===== src/rtl/output_neuron_seq.sv =====
// Sequential output-layer neuron.
// Captures four signed hidden-layer outputs on an input_ready strobe. It then
// runs a 4-cycle serial multiply-accumulate against static 5-bit weights,
// using one shared multiplier. Optional ReLU and saturation are applied next,
// and the result is presented with a one-cycle result_ready pulse.
// Ports:
//   clk, rst            : rising-edge clock, synchronous active-high reset
//   input_ready         : strobe, in0..in3 valid in this cycle
//   in0..in3            : signed hidden-layer outputs (input_width)
//   w0..w3              : signed static weights (5 bits)
//   result              : registered signed neuron output (output_width)
//   result_ready        : one-cycle pulse, result valid in same cycle
//   busy                : MAC sequence in progress
//   overrun             : sticky, strobe arrived while busy
module output_neuron_seq #(
  parameter int unsigned input_width  = 12,
  parameter int unsigned output_width = 16,
  parameter int unsigned RELU         = 0
) (
  input  logic                           clk,
  input  logic                           rst,
  input  logic                           input_ready,
  input  logic signed [input_width-1:0]  in0,
  input  logic signed [input_width-1:0]  in1,
  input  logic signed [input_width-1:0]  in2,
  input  logic signed [input_width-1:0]  in3,
  input  logic signed [4:0]              w0,
  input  logic signed [4:0]              w1,
  input  logic signed [4:0]              w2,
  input  logic signed [4:0]              w3,
  output logic signed [output_width-1:0] result,
  output logic                           result_ready,
  output logic                           busy,
  output logic                           overrun
);

  localparam int unsigned PROD_W = input_width + 5;
  localparam int unsigned ACC_W  = input_width + 7;
  // Compare width wide enough for both the accumulator and the clamp limits
  localparam int unsigned CMP_W  = (ACC_W > output_width) ? ACC_W : output_width;

  localparam logic signed [CMP_W-1:0] SAT_MAX =
    {{(CMP_W-output_width+1){1'b0}}, {(output_width-1){1'b1}}};
  localparam logic signed [CMP_W-1:0] SAT_MIN =
    {{(CMP_W-output_width+1){1'b1}}, {(output_width-1){1'b0}}};

  typedef enum logic [0:0] {S_IDLE = 1'b0, S_MAC = 1'b1} state_t;

  state_t                          r_state;
  state_t                          w_state_nxt;
  logic        [1:0]               r_idx;
  logic signed [input_width-1:0]   r_x [4];
  logic signed [ACC_W-1:0]         r_acc;
  logic signed [output_width-1:0]  r_result;
  logic                            r_result_ready;
  logic                            r_busy;
  logic                            r_overrun;

  logic                            w_load;
  logic                            w_mac;
  logic                            w_done;
  logic signed [input_width-1:0]   w_x_sel;
  logic signed [4:0]               w_w_sel;
  logic signed [PROD_W-1:0]        w_prod;
  logic signed [ACC_W-1:0]         w_sum;
  logic signed [CMP_W-1:0]         w_sum_ext;
  logic signed [CMP_W-1:0]         w_relu;
  logic signed [output_width-1:0]  w_sat;

  // State register
  always_ff @(posedge clk) begin
    if (rst) r_state <= S_IDLE;
    else     r_state <= w_state_nxt;
  end

  // Next-state logic
  always_comb begin
    w_state_nxt = r_state;
    case (r_state)
      S_IDLE:  if (input_ready) w_state_nxt = S_MAC;
      S_MAC:   if (r_idx == 2'd3) w_state_nxt = S_IDLE;
      default: w_state_nxt = S_IDLE;
    endcase
  end

  // FSM control outputs
  always_comb begin
    w_load = 1'b0;
    w_mac  = 1'b0;
    w_done = 1'b0;
    case (r_state)
      S_IDLE: w_load = input_ready;
      S_MAC: begin
        w_mac  = 1'b1;
        w_done = (r_idx == 2'd3);
      end
      default: ;
    endcase
  end

  // Operand select for the shared multiplier
  always_comb begin
    w_x_sel = r_x[0];
    w_w_sel = w0;
    case (r_idx)
      2'd1: begin w_x_sel = r_x[1]; w_w_sel = w1; end
      2'd2: begin w_x_sel = r_x[2]; w_w_sel = w2; end
      2'd3: begin w_x_sel = r_x[3]; w_w_sel = w3; end
      default: ;
    endcase
  end

  // Multiply-accumulate, then ReLU ahead of the clamp
  always_comb begin
    w_prod    = PROD_W'(w_x_sel) * PROD_W'(w_w_sel);
    w_sum     = r_acc + ACC_W'(w_prod);
    w_sum_ext = CMP_W'(w_sum);
    w_relu    = ((RELU != 0) && w_sum[ACC_W-1]) ? '0 : w_sum_ext;
    if (w_relu > SAT_MAX)      w_sat = output_width'(SAT_MAX);
    else if (w_relu < SAT_MIN) w_sat = output_width'(SAT_MIN);
    else                       w_sat = output_width'(w_relu);
  end

  // Datapath and registered outputs
  always_ff @(posedge clk) begin
    if (rst) begin
      r_idx          <= 2'd0;
      r_acc          <= '0;
      r_result       <= '0;
      r_result_ready <= 1'b0;
      r_busy         <= 1'b0;
      r_overrun      <= 1'b0;
      for (int i = 0; i < 4; i++) r_x[i] <= '0;
    end else begin
      r_result_ready <= 1'b0;
      if (w_load) begin
        r_x[0] <= in0;
        r_x[1] <= in1;
        r_x[2] <= in2;
        r_x[3] <= in3;
        r_acc  <= '0;
        r_idx  <= 2'd0;
        r_busy <= 1'b1;
      end
      if (w_mac) begin
        r_acc <= w_sum;
        r_idx <= r_idx + 2'd1;
      end
      // Final term goes straight into the result register
      if (w_done) begin
        r_result       <= w_sat;
        r_result_ready <= 1'b1;
        r_busy         <= 1'b0;
      end
      if (input_ready && r_busy) r_overrun <= 1'b1;
    end
  end

  assign result       = r_result;
  assign result_ready = r_result_ready;
  assign busy         = r_busy;
  assign overrun      = r_overrun;

endmodule


===== config.mk =====
export PLATFORM = sky130hd
export DESIGN_NAME = output_neuron_seq
export DESIGN_NICKNAME = d
export VERILOG_FILES = /design/src/rtl/output_neuron_seq.sv
export SDC_FILE = /design/constraint.sdc
export NUM_CORES = 1
export LEC_CHECK = 0
export BUFFER_PORTS_ARGS = -buffer_cell sky130_fd_sc_hd__buf_2
export CORE_ASPECT_RATIO = 0.9
export CORE_UTILIZATION = 53
export DETAILED_ROUTE_END_ITERATION = 10
export HOLD_SLACK_MARGIN = 0.12
export PLACE_DENSITY = 0.79
export SLEW_MARGIN = 20
export SYNTH_ARGS = -nofsm -noshare
export SYNTH_HDL_FRONTEND = slang
export SYNTH_SLANG_ARGS = --single-unit

===== constraint.sdc =====
create_clock -name clk -period 7.3 [get_ports clk]
set_input_delay 1.46 -clock clk [delete_from_list [all_inputs] [get_ports clk]]
set_output_delay 1.46 -clock clk [all_outputs]
set_load 0.01 [all_outputs]

==> impl_metrics.toml <==
[outcome]
outcome = "complete, no violations"

[critical_path]
r2r_slack_ns = 0.40
cp.required_ns = 7.54
crit_fanout = 11
crit_type = "input pin to flip-flop"
worstSetupEndpointType = "flip-flop"
start_kind = "input pin"
cp_data_arrival_time_ns = 7.15

[detailed_routing]
first_iter_violations = 470
drc = 0
viasPerCell = 5.66
ant_nets = 0
drt-total-wl_mm = 14.7
dr.pass1.iters = 5
wl_per_cell_um = 17.0
vias = 4911

[floorplan]
io_pins = 90
coreArea_sq_mm = 0.0116
die_height_um = 106
initial_core_util_pct = 55.2
dieArea_sq_mm = 0.0125
die_x_um = 118
fp-row-count = 37

[sta]
min_period_ns = 6.91
tightest_slew_ns = 0.874
slew_headroom_pct = 41.1
final.setup.tns_ns = 0
rsz0062_at_grt = "no"
hold_viol_final = 0
finalSetupViolations = 0
fmax_ghz = 0.145
finClkSkew_ns = 0.00644
slew_viol_final = 0
min_period_over_period_pct = 94.7

[global_route]
grt_overflow = 0
grt_max_degree = 50
grt_usage_pct = 24.5
grt_pass1_wl_mm = 23.8
grt_pass1_vias = 4974
grt_antenna_before_repair = 0

[final_layout]
nNetsFinal = 879
drive_above_1_share_pct = 19.1
layoutNonFillerInstCount = 867
areaGrowthSynthToFinish_pct = 14.6
diodes = 0

[cts]
cts-root-buf = "clkbuf_16"
insertion_delay_ns = 0.35
htree_levels = 3
cts_buffer_depth = 2
post_cts_resized = 0
cts_buffers = 9
path_clk_slew_ns = 0.06
cts_setup_buffers = 0
hold_buffers = 0
cts_sinks = 89
cts_tree = "done"

[pwr]
intPower_mw = 1.61
leakagePower_nw = 3.36
ir_worst_vdd_mv = 0.218
power.clock.fraction_pct = 17.7
p_total_mw = 2.90
p_sw_mw = 1.29
pwr-share-comb_pct = 61.5
power_density_mw_per_mm2 = 395
p_seq_share_pct = 20.8
switching_share_pct = 44.5

[synthesis]
synth_edf_count = 48
synth-xor-area-share_pct = 2.73
synth_seq_area_share_pct = 35.3
synth.most_common_cell = "nor2_1"
ys_top_cells_by_count = "nor2_1 (77), fa_1 (59), and2_1 (53)"
synth_compound_area_share_pct = 12.3
syn_area_sq_mm = 0.00641
netlist.area_leader.share_pct = 22.5
syn_nets = 802
synth_simple_gate_area_share_pct = 16.5
ys_seq_elements = 89
async_flop_share_pct = 0
yosys-top-cells-area = "edfxtp_1 (22%), fa_1 (18%), dfxtp_1 (13%)"
synthCells = 629
yosys.cell_types.count = 46
muxShareOfSynthArea_pct = 1.15
yosysWarnings = 0
synth_top_family_by_area = "adder cells"
synth_ff_type = "edfxtp_1"
yosys.area.top_type = "edfxtp_1"
synth_fa_ha_area_share_pct = 26.8
synth_area_per_cell_sq_um = 10.2

[run]
cap_violations = 0

[place]
place_inst = 851
hpwl_mm = 11.1
portBuffers = 89
gp_congestion = 0.953

[worst_hold_path]
hp-class = "flip-flop to flip-flop"
-- critical path, cell delays in order --
cell       delay (ns)
buf_2            0.09
a222oi_1         0.08
nand2_1          0.10
o21ai_0          0.16
buf_4            0.23
nor2_1           0.46
inv_1            0.24
fa_1             0.52
fa_1             0.49
inv_1            0.05
fa_1             0.48
ha_1             0.32
ha_1             0.38
o21a_1           0.24
o2bb2ai_1        0.27
o21ai_0          0.15
a221oi_1         0.31
xnor2_1          0.17
or2_2            0.31
o21a_1           0.29
a221o_2          0.33
-- state kept, by name (all words and copies together), names as in the netlist --
register	cells
r_x	48
r_acc	19
result	16
r_idx	2
busy	1
overrun	1
r_state	1
result_ready	1
-- through the flow --
stage / hold slack (ns) / utilization [%] / instance area [sq um] / setup WS (ns)
global route: 0.500 / 63.2 / 7350 / 0.0246
detailed placement: 0.453 / 60.3 / 7010 / 0.112
global placement: 0.447 / 60.3 / 7000 / 0.263
floorplan: 0.483 / - / 6410 / 0.395
CTS: 0.469 / 63.2 / 7340 / 0.330
finish: 0.467 / 63.2 / 7350 / 0.389
-- routing by layer --
metal / wire (um) / GRT usage (%) / share of wire (%) / vias to the layer above
met5: 0 / 0 / 0 / -
met4: 493 / 10.2 / 3.3 / 0
met3: 898 / 6.44 / 6.1 / 50
met2: 7380 / 40.8 / 50 / 171
met1: 5970 / 30.4 / 40 / 2399
li1: - / - / - / 2291
-- path summary, 6_finish.rpt --
kind	from	endpoint	cells past startpoint
worst min register to register	result[15]$_SDFFE_PP0P_	result[15]$_SDFFE_PP0P_	2
worst max register to register	r_idx[1]$_SDFFE_PP0P_	result[6]$_SDFFE_PP0P_	22
worst max-delay path	w1[1]	result[6]$_SDFFE_PP0P_	21
worst min-delay path	result[15]$_SDFFE_PP0P_	result[15]$_SDFFE_PP0P_	2
-- cells by family (layout without fill, tap and decap cells) --
family | count (synthesis) | count (layout)
flops | 89 | 89
mux | 7 | 7
buf+inv | 86 | 168
xor+xnor | 20 | 20
fa+ha+maj | 102 | 102
compound gates | 111 | 111
simple gates | 214 | 214
-- layout make-up --
type                       count  area (sq um)
multi-input combinational    454          3830
timing repair buffer         100           528
clock inverter                 5          77.6
tap                          156           195
clock buffer                  11           253
fill                         931          4270
inverter                      52           199
sequential                    89          2260
-- cell usage in the layout, fill, tap and decap left out, drive strengths merged, types with 3 or more instances in the layout --
cell,n
a221o,10
a22oi,3
nor3,10
a222oi,14
and2,53
xor2,5
mux2,3
nor2,77
nor3b,12
edfxtp,48
fa,59
mux2i,4
nand2,35
nand3,6
a21oi,34
buf,100
o21ai,25
a2bb2oi,5
a21o,3
ha,43
clkinv,3
inv,51
dfxtp,41
nand2b,6
or2,4
o21a,3
xnor2,15
clkbuf,11
nor2b,7
-- power groups by stage --
stage | sequential [mW] | combinational (mW) | clock [mW]
floorplan | 0.607 | 1.32 | 0
global placement | 0.613 | 1.70 | 0
detailed placement | 0.615 | 1.75 | 0
CTS | 0.604 | 1.77 | 0.518
global route | 0.609 | 1.99 | 0.541
finish | 0.604 | 1.79 | 0.513
Note: power is estimated with default switching activity, not from simulation.
